<file path="src/rtl/alu_share_arb_pkg.sv">
// alu_share_arb_pkg: ALU op encodings, flag bit order and response-slot states
// shared by the ALU arbiter and its round-robin picker.
package alu_share_arb_pkg;
    typedef enum logic [2:0] {
        ALU_AND  = 3'b000,
        ALU_OR   = 3'b001,
        ALU_ADD  = 3'b010,
        ALU_SLTU = 3'b011,
        ALU_XOR  = 3'b100,
        ALU_NOR  = 3'b101,
        ALU_SUB  = 3'b110,
        ALU_SLT  = 3'b111
    } alu_op_e;

    localparam int FLAG_OVF  = 2;
    localparam int FLAG_COUT = 1;
    localparam int FLAG_ZERO = 0;

    typedef enum logic {EMPTY = 1'b0, FULL = 1'b1} slot_state_e;

    function automatic logic [2:0] pack_flags(input logic ovf, input logic cout, input logic zero);
        logic [2:0] f;
        f[FLAG_OVF]  = ovf;
        f[FLAG_COUT] = cout;
        f[FLAG_ZERO] = zero;
        return f;
    endfunction
endpackage

</file>
<file path="src/rtl/alu_share_arb_rr_pick.sv">
// alu_share_arb_rr_pick: combinational round-robin picker; the search starts
// at last+1 mod NREQ and returns a one-hot grant, its index and an any flag.
module alu_share_arb_rr_pick #(
    parameter int NREQ = 2,
    localparam int IW = $clog2(NREQ)
) (
    input  logic [NREQ-1:0] valid,
    input  logic [IW-1:0]   last,
    output logic [NREQ-1:0] grant,
    output logic [IW-1:0]   idx,
    output logic            any
);
    // Walk from the farthest position back to the nearest so the nearest valid wins.
    always_comb begin
        idx = '0;
        for (int k = NREQ; k >= 1; k--)
            for (int j = 0; j < NREQ; j++)
                if (valid[j] && ((int'(last) + k) % NREQ) == j) idx = IW'(j);
    end

    assign any   = |valid;
    assign grant = any ? NREQ'(1) << idx : '0;
endmodule

</file>
<file path="src/rtl/alu_share_arb.sv">
// alu_share_arb: round-robin sharing of one external ALU among NREQ requesters
// with a single registered response slot. ALU_SHARE_ARB_STATS_EN adds grant/stall counters.
module alu_share_arb
    import alu_share_arb_pkg::*;
#(
    parameter int DATA_WIDTH = 32,
    parameter int NREQ = 2
) (
    input  logic                       clk,
    input  logic                       resetn,
    input  logic [NREQ-1:0]            req_valid,
    output logic [NREQ-1:0]            req_ready,
    input  logic [NREQ*DATA_WIDTH-1:0] req_a,
    input  logic [NREQ*DATA_WIDTH-1:0] req_b,
    input  logic [NREQ*3-1:0]          req_op,
    output logic [NREQ-1:0]            rsp_valid,
    input  logic [NREQ-1:0]            rsp_ready,
    output logic [DATA_WIDTH-1:0]      rsp_result,
    output logic [2:0]                 rsp_flags,
    output logic [DATA_WIDTH-1:0]      alu_a,
    output logic [DATA_WIDTH-1:0]      alu_b,
    output logic [2:0]                 alu_op,
    input  logic [DATA_WIDTH-1:0]      alu_result,
    input  logic                       alu_ovf,
    input  logic                       alu_cout,
`ifdef ALU_SHARE_ARB_STATS_EN
    output logic [NREQ*16-1:0]         stat_grants,
    output logic [15:0]                stat_stalls,
`endif
    input  logic                       alu_zero
);
    localparam int IW = $clog2(NREQ);

    slot_state_e     state, state_next;
    logic [IW-1:0]   own, last, gidx;
    logic [NREQ-1:0] grant;
    logic            any, rsp_fire, can_issue, accept;

    alu_share_arb_rr_pick #(.NREQ(NREQ)) u_rr_pick (
        .valid (req_valid),
        .last  (last),
        .grant (grant),
        .idx   (gidx),
        .any   (any)
    );

    assign rsp_fire  = (state == FULL) && rsp_ready[own];
    assign can_issue = (state == EMPTY) || rsp_fire;
    // Held in reset the slot reads EMPTY, so gate on resetn to accept nothing.
    assign accept    = resetn && can_issue && any;
    assign req_ready = accept ? grant : '0;
    assign rsp_valid = (state == FULL) ? NREQ'(1) << own : '0;

    assign alu_a  = any ? req_a[int'(gidx)*DATA_WIDTH +: DATA_WIDTH] : '0;
    assign alu_b  = any ? req_b[int'(gidx)*DATA_WIDTH +: DATA_WIDTH] : '0;
    assign alu_op = any ? req_op[int'(gidx)*3 +: 3] : '0;

    always_comb state_next = accept ? FULL : rsp_fire ? EMPTY : state;

    always_ff @(posedge clk or negedge resetn)
        if (!resetn) state <= EMPTY;
        else state <= state_next;

    always_ff @(posedge clk or negedge resetn)
        if (!resetn) begin
            own        <= '0;
            last       <= IW'(NREQ - 1);
            rsp_result <= '0;
            rsp_flags  <= '0;
        end else if (accept) begin
            own        <= gidx;
            last       <= gidx;
            rsp_result <= alu_result;
            rsp_flags  <= pack_flags(alu_ovf, alu_cout, alu_zero);
        end

`ifdef ALU_SHARE_ARB_STATS_EN
    always_ff @(posedge clk or negedge resetn)
        if (!resetn) begin
            stat_grants <= '0;
            stat_stalls <= '0;
        end else begin
            if (accept) stat_grants[int'(gidx)*16 +: 16] <= stat_grants[int'(gidx)*16 +: 16] + 16'd1;
            if (any && !accept) stat_stalls <= stat_stalls + 16'd1;
        end
`endif
endmodule

</file>
<file path="config.mk">
export PLATFORM = sky130hd
export DESIGN_NAME = alu_share_arb
export DESIGN_NICKNAME = d
export VERILOG_FILES = /design/src/rtl/alu_share_arb_pkg.sv /design/src/rtl/alu_share_arb_rr_pick.sv /design/src/rtl/alu_share_arb.sv
export SDC_FILE = /design/constraint.sdc
export NUM_CORES = 1
export LEC_CHECK = 0
export CAP_MARGIN = 10
export CORE_ASPECT_RATIO = 0.5
export CORE_MARGIN = 8
export CORE_UTILIZATION = 30
export CTS_BUF_LIST = sky130_fd_sc_hd__clkbuf_8
export DETAILED_ROUTE_END_ITERATION = 12
export GPL_ROUTABILITY_DRIVEN = 0
export PLACE_DENSITY = 0.83
export SYNTH_ARGS = -nofsm -noshare
export SYNTH_HDL_FRONTEND = slang
export SYNTH_HIERARCHICAL = 1
export SYNTH_SLANG_ARGS = --single-unit
</file>
<file path="constraint.sdc">
create_clock -name clk -period 2 [get_ports clk]
set_input_delay 0.4 -clock clk [delete_from_list [all_inputs] [get_ports clk]]
set_output_delay 0.4 -clock clk [all_outputs]
set_load 0.02 [all_outputs]
</file>
## Yosys cells after proc, flatten, opt, wreduce, memory -nomap -nowiden

Index checks and enable logic that the tools add are counted.

- Bits of input ports: 175
- Output and inout bits: 106
- Bits in registers: 38
- Word-level logic and storage cells: 42

- Bitwise logic cells: 3
- Equality and inequality tests: 2
- Shift operators: 5
- Order comparisons: 1
- Multiply operators: 1
- Reductions and logical operators: 10
- Add/subtract/negate cells: 2
- Muxes and demuxes: 13

Operator list:

| cell | count |
|---|---|
| $shiftx A64 B7 Y32 | 2 |
| $mux W32 | 2 |
| $logic_not A32 Y1 | 1 |
| $mux W1 | 7 |
| $logic_and A1 B1 Y1 | 6 |
| $mux W2 | 3 |
| $shiftx A6 B4 Y3 | 1 |
| $eq A2 B2 Y1 const B | 2 |
| $shl A1 B1 Y2 const A | 2 |
| $mul A1 B2 Y3 const B | 1 |
| $mux W3 | 1 |
| $add A1 B1 Y1 const B | 2 |
| $and A1 B1 Y1 const A | 2 |
| $lt A1 B2 Y1 const B | 1 |
| $reduce_bool A2 Y1 | 1 |
| $reduce_or A2 Y1 | 1 |
| $logic_or A1 B1 Y1 | 1 |
| $not A1 Y1 | 1 |

## Longest topological paths before layout

Gate-level depths: netlist of the first run.

- Depth in word-level cells: 10
- Gate-level depth with buffers: 6
- Depth with buffers taken out: 4

## By module

Netlist of the first run, hierarchy kept.

Modules (own cells, without submodules):

| module | times used | sequential area each (sq um) | area an instance (sq um) | cells an instance |
|---|---|---|---|---|
| alu_share_arb | 1 | 952.2 | 2,730.1 | 242 |
| alu_share_arb_rr_pick | 1 | 0.0 | 32.5 | 5 |

## Worst setup path after synthesis of the first run

OpenSTA, ideal clock, no wires.

- Kind: input to output
- Start: input req_valid[1]
- End: output alu_b[25]
- Slack: 0.045 ns
- Data required time: 1.600 ns
- Cell stages on the path: 6
- Data arrival time: 1.555 ns
- Buffers on the path: 3
- Cells stage by stage: a21boi_0 buf_2 buf_2 buf_4 mux2i_1 nor2b_1

- Word-level cells in the longest chain between the ends: 6
- Elaborated cells between the ends (all ways): 8
- Those cells by class: shift: 1; mux: 4; reduce/logical: 3

RTL lines:

| what | line | text |
|---|---|---|
| from (decl) | alu_share_arb.sv:11 | `input logic [NREQ-1:0] req_valid,` |
| $logic_and A1 B1 Y1 | alu_share_arb_rr_pick.sv:18 | `if (valid[j] && ((int'(last) + k) % NREQ) == j) idx = IW'(j);` |
| $mux W1 (3 in series) | alu_share_arb_rr_pick.sv:18 |  |
| $shiftx A64 B7 Y32 | alu_share_arb.sv:55 | `assign alu_b = any ? req_b[int'(gidx)*DATA_WIDTH +: DATA_WIDTH] : '0;` |
| $mux W32 * | alu_share_arb.sv:55 |  |
| to (decl) | alu_share_arb.sv:21 | `output logic [DATA_WIDTH-1:0] alu_b,` |

Mark *: on every way between the ends. The rest lies on a longest branch, timed or not.

## Final worst setup path of the first run

- Start: register last
- End: output alu_a[10]

- Word-level cells in the longest chain between the ends: 9
- Elaborated cells between the ends (all ways): 15
- Those cells by class: add/sub: 2; eq/ne: 2; shift: 1; mux: 4; bitwise: 2; reduce/logical: 4

RTL lines:

| what | line | text |
|---|---|---|
| from (decl) | alu_share_arb.sv:35 | `logic [IW-1:0] own, last, gidx;` |
| from (signal assigned) | alu_share_arb.sv:67 | `last <= IW'(NREQ - 1);` |
| from (signal assigned) | alu_share_arb.sv:72 | `last <= gidx;` |
| $add A1 B1 Y1 | alu_share_arb_rr_pick.sv:18 |  |
| $and A1 B1 Y1 (no line) | -- |  |
| $eq A2 B2 Y1 | alu_share_arb_rr_pick.sv:18 |  |
| $logic_and A1 B1 Y1 | alu_share_arb_rr_pick.sv:18 |  |
| $mux W1 (2 in series) | alu_share_arb_rr_pick.sv:18 |  |
| $mux W1 * | alu_share_arb_rr_pick.sv:18 |  |
| net gidx | alu_share_arb.sv:35 |  |
| $shiftx A64 B7 Y32 * | alu_share_arb.sv:54 | `assign alu_a = any ? req_a[int'(gidx)*DATA_WIDTH +: DATA_WIDTH] : '0;` |
| $mux W32 * | alu_share_arb.sv:54 |  |
| to (decl) | alu_share_arb.sv:20 | `output logic [DATA_WIDTH-1:0] alu_a,` |

The timed path passes the listed nets; every way through them passes the cells marked *.

==> results of run 1 <==
-- state kept, by name, indices dropped and copies added (netlist names) --
register / count
rsp_result: 32
last: 1
state: 1
own: 1
rsp_flags: 3
-- timing repair --
action | 4_1_cts | 5_1_grt
setup endpoints to repair | 104 | 73
pin swaps | 1 | 1
buffers inserted | 7 | 4
gates cloned | 4 | 1
resized for setup | 344 | 12
-- path summary, 6_finish.rpt --
kind / to / slack [ns] / start
setup / recovery: alu_a[10] / -0.15 / last
hold / removal: rsp_result[1] / 0.19 / resetn
min in group clk: rsp_result[22] / 0.51 / rsp_result[22]
hold reg to reg: rsp_result[22] / 0.51 / rsp_result[22]
max in group asynchronous: last / 1.45 / resetn
setup reg to reg: rsp_result[26] / 0.31 / own
-- logic make-up (layout without fill, tap and decap cells) --
family	after synthesis	in the layout	synth area share, %
AO/OA/AOI/OAI	7	7	1.721
buffers and inverters	21	327	4.891
AND/OR/NAND/NOR	77	77	17.17
flip-flops	38	38	34.47
multiplexers	104	104	41.76
-- routing by layer --
layer,share of wire (%),vias up
li1,-,1455
met1,36,1406
met2,58,71
met3,4.5,14
met4,1.1,0
met5,0,-
-- stage by stage --
step | hold WS (ns) | TNS, ns
after floorplan | 0.1044 | 0
after global placement | 0.4887 | -57.88
after detailed placement | 0.4940 | -59.14
after CTS | 0.1994 | -3.790
after global routing | 0.2266 | -8.692
final | 0.1897 | -3.264
-- cells in the mapped netlist, types with 2 or more instances --
library cell / instances
o21ai_0: 2
nor2b_1: 69
mux2_4: 18
clkbuf_1: 7
a21boi_0: 2
buf_12: 2
dfrtp_1: 37
buf_4: 2
and2_1: 3
mux2_2: 18
inv_1: 2
mux2i_1: 68
buf_2: 7
nand2_1: 3
-- power breakdown --
part	switching [mW]	total, mW	internal [mW]	leakage, nW
registers	0.119	1.09	0.970	0.442
logic	1.07	2.49	1.42	2.18
clock network	0.282	0.814	0.532	0.0714
-- layout make-up --
cell class / count / area (µm²) / area share, %
Tap cell: 117 / 146.4 / 2.415
Multi-Input combinational cell: 188 / 1732 / 28.57
Clock buffer: 6 / 82.58 / 1.363
Timing Repair Buffer: 317 / 3080 / 50.83
Inverter: 2 / 7.507 / 0.1239
Sequential cell: 38 / 952.2 / 15.71
Clock inverter: 2 / 60.06 / 0.9909
==> metrics, run 1 <==
post-DP HPWL=~11 mm; type of the worst setup path=reg2out; Syn Area/Cell=approximately 11 µm²; met3 track demand over resource=3.950%; cell count after placement=648; Worst VDD drop=0.0004323 V; fin cells=670; Critical Path Start Type=flip-flop; Synth Flop Type=dfrtp_1; CP arrival=1.75 ns; diodes inserted=0; Max FO, Critical Path=7; register area share after synthesis=34.47%; R2R cell count=4; CP peak stage delay=0.56 ns; Clock Skews=0.006746 ns; Die Area=between 0.01 and 0.015 mm²; H-tree Lvls=2; Critical Path Stages=7; HP Class=in2async; initial antenna violation count=0; Via density=between 4 and 5; Final WS setup=-0.1544 ns; met2 Use GR=41.53%; core area=0.008828 mm²; chip width=between 150 and 200 µm; crit path time final=2.154 ns; Routed Antenna Nets=0; commonest non-fill, non-tap cell in the layout=clkdlybuf4s50_1; # IOs=281; grt total ovfl=0; RSZ-0062 raised after global routing=true; Post-Layout Inst Area=between 0.006 and 0.007 mm²; top cell type's share of synthesized area=between 30 and 40%; leak pwr=2.692 nW; largest net degree at the start of global routing=40; most common cell type on the critical path=buf_12; Tcrit/Tclk final=107.7%; synthesized instance count=247; grt peak-use layer=met2; failing checks=setup timing; Final Util=68.65%; Synth cell types=21; synthesized flop and latch total=38; M1 GR Usage=a little over a fifth; Slew Viols, Final=0; synthesized net count=422; drt total wl=roughly 14 mm; worst skew pair latency=0.29 ns; root buf cell=clkbuf_8; All-Layer GR Usage=20.73%; Clock Sink Count=38; fraction of layout cells with a size suffix above 1=29.48%; number of synthesized flops with an enable pin=0; crit-path cells=a21boi_4, buf_12, buf_12, buf_12, mux2i_2, nor2b_1, buf_4; first-pass GRT wire length=19.99 mm; vias in the first global route=between 3,000 and 4,000; Worst-Margin Slew=0.4893 ns; Area Overhead vs Synth=119.4%; hold_buf cts=0; Synth area leaders=dfrtp_1 (34%), mux2i_1 (25%), nor2b_1 (16%); placed cell area=0.005838 mm²; fmax=464.2 MHz; most frequent cells in the layout=clkdlybuf4s50_1 (206), buf_4 (79), nor2b_1 (68); Setup-failing EPs final=65; clk slew on worst S/H paths=about 0.08 ns; CP bufs+invs=4; worst slack at placement=-0.7511 ns; CP top delay family=buffers and inverters; Post-synth ARST share=100.0%; DR DRC count=0; status=finished, violations left; row count=24; Syn Std Cell Area=0.002763 mm²; normalized max-slew margin=67.38%; total power=4.391 mW; Clock Path Buffers=2; synth warn=6; worst path required time=between 1.5 and 2 ns; Synth area leader=dfrtp_1; Die H=approximately 84 µm; vias=2,946; DRT iter0 DRCs=96; DR pass1 iterations=4; CTS tree=yes; Crit. End Element=output port; cts bufs inserted=5; Power Density=between 700 and 800 mW/mm²; Max-cap violations=0; Routed WL per cell=about 21 µm; # port buffers=280; Total Nets Final=between 700 and 800; Starting Density=31.29%; Crit-path slowest cell=dfstp_2; final hold vios=0; filler cell count=about 690
Power figures use the tool's default switching activity.
==> run 2: changes to the inputs <==
--- a/config.mk
+++ b/config.mk
@@ -7,12 +7,12 @@
 export LEC_CHECK = 0
 export CAP_MARGIN = 10
 export CORE_ASPECT_RATIO = 0.5
-export CORE_MARGIN = 8
-export CORE_UTILIZATION = 30
+export CORE_MARGIN = 2
+export CORE_UTILIZATION = 27
 export CTS_BUF_LIST = sky130_fd_sc_hd__clkbuf_8
 export DETAILED_ROUTE_END_ITERATION = 12
 export GPL_ROUTABILITY_DRIVEN = 0
-export PLACE_DENSITY = 0.83
+export PLACE_DENSITY = 0.79
 export SYNTH_ARGS = -nofsm -noshare
 export SYNTH_HDL_FRONTEND = slang
 export SYNTH_HIERARCHICAL = 1
==> constraint.sdc (replaced) <==
create_clock -name clk -period 1.9 [get_ports clk]
set_input_delay 0.38 -clock clk [delete_from_list [all_inputs] [get_ports clk]]
set_output_delay 0.38 -clock clk [all_outputs]
set_load 0.02 [all_outputs]
==> metrics, run 2 (synthesized netlist as in run 1, its figures left out) <==
# IOs=roughly 280; Routed WL per cell=about 16 µm; Post-Layout Inst Area=0.006035 mm²; Crit. End Element=output port; M1 GR Usage=24.00%; Worst VDD drop=0.0004192 V; Die Area=0.01111 mm²; All-Layer GR Usage=a little under a fifth; normalized max-slew margin=67.24%; diodes inserted=0; grt peak-use layer=met2; Starting Density=27.39%; Slew Viols, Final=0; max reg flops=32; Clock Sink Count=38; RSZ-0062 raised after global routing=true; Largest regs=rsp_result: 32 flops, rsp_flags: 3 flops; Setup-failing EPs final=67; Worst-Margin Slew=0.4914 ns; row count=26; worst skew pair latency=0.29 ns; most frequent cells in the layout=clkdlybuf4s50_1 (204), buf_4 (75), nor2b_1 (60); leak pwr=2.658 nW; Clock Path Buffers=2; CP bufs+invs=4; Via density=4.220; Final WS setup=-0.2216 ns; initial antenna violation count=0; DR pass1 iterations=4; # port buffers=280; Clock Skews=between 0.006 and 0.007 ns; H-tree Lvls=2; clk slew on worst S/H paths=0.07 ns; vias=2,895; Routed Antenna Nets=0; cts bufs inserted=5; drt total wl=11.29 mm; fraction of layout cells with a size suffix above 1=a little under a third; met2 Use GR=roughly a third; met3 track demand over resource=between 2 and 3%; DRT iter0 DRCs=96; chip width=147.1 µm; status=finished, violations left; commonest non-fill, non-tap cell in the layout=clkdlybuf4s50_1; largest net degree at the start of global routing=40; hold_buf cts=0; grt total ovfl=0; total power=~4.3 mW; reg2reg setup slack=0.17 ns; root buf cell=clkbuf_8; final hold vios=0; vias in the first global route=2,889; Area Overhead vs Synth=118.4%; CP peak stage delay=0.56 ns; HP Class=in2async; CTS tree=yes; CP arrival=1.74 ns; Crit-path slowest cell=dfstp_2; Die H=roughly 76 µm; Final Util=approximately 60%; Max FO, Critical Path=8; Reg with most FFs=rsp_result; crit-path cells=a21boi_4, buf_12, buf_12, buf_6, mux2i_2, nor2b_2, buf_6; cell count after placement=666; Power Density=~710 mW/mm²; placed cell area=0.005844 mm²; Max-cap violations=0; failing checks=setup timing; core area=about 0.010 mm²; DR DRC count=0; fin cells=about 690; Total Nets Final=720; Tcrit/Tclk final=111.7%; Critical Path Start Type=flip-flop; worst path required time=1.52 ns; post-DP HPWL=8.691 mm; crit path time final=roughly 2.1 ns; fmax=471.4 MHz; type of the worst setup path=reg2out; CP top delay family=flip-flops; first-pass GRT wire length=about 16 mm
-- run 2: worst paths after layout --
check,start,end,cells past startpoint
worst min-delay path,resetn,rsp_result[19],2
worst max register to register,own,rsp_result[18],4
min in group clk,rsp_ready[0],state,4
max in group asynchronous,resetn,rsp_result[10],2
worst max-delay path,last,alu_b[28],7
worst min register to register,rsp_result[25],rsp_result[25],1
-- run 2: routing by layer --
layer  routed length [µm]  vias to the layer above  share of wire, %
met5                    0                        -                 0
met4                  155                        0               1.4
met3                  352                       12               3.1
met2                 5887                       62                52
met1                 4893                     1388                43
li1                     -                     1433                 -
-- run 2: final cells by class --
type	count	area, µm²
well taps	140	175.2
repair buffers	310	3037
flip-flops and latches	38	952.2
clock buffers	6	82.58
fillers	868	4050
inverters	2	7.507
multi-input cells	188	1773
clock inverters	2	7.507
-- run 2: through the flow --
step           setup TNS (ns)  setup WS (ns)  hold slack [ns]
6_report               -7.323        -0.2216           0.1669
5_1_grt                -12.10        -0.3009           0.2061
4_1_cts                -10.55        -0.2439           0.1880
3_5_place_dp           -71.30        -0.8130           0.4916
3_3_place_gp           -68.68        -0.7947           0.4893
2_1_floorplan               0        0.05452          0.08441
-- run 2: power breakdown --
part,internal [mW],switching (mW)
sequential,1.02,0.123
combinational,1.48,1.11
clock,0.285,0.274
total,2.79,1.51
-- run 2: repair_timing --
action	in CTS	in global routing
endpoints found under the setup margin	105	86
resized for setup	376	20
pin swaps	2	1
hold endpoints to repair	0	0
gates cloned	4	0
buffers inserted	11	3
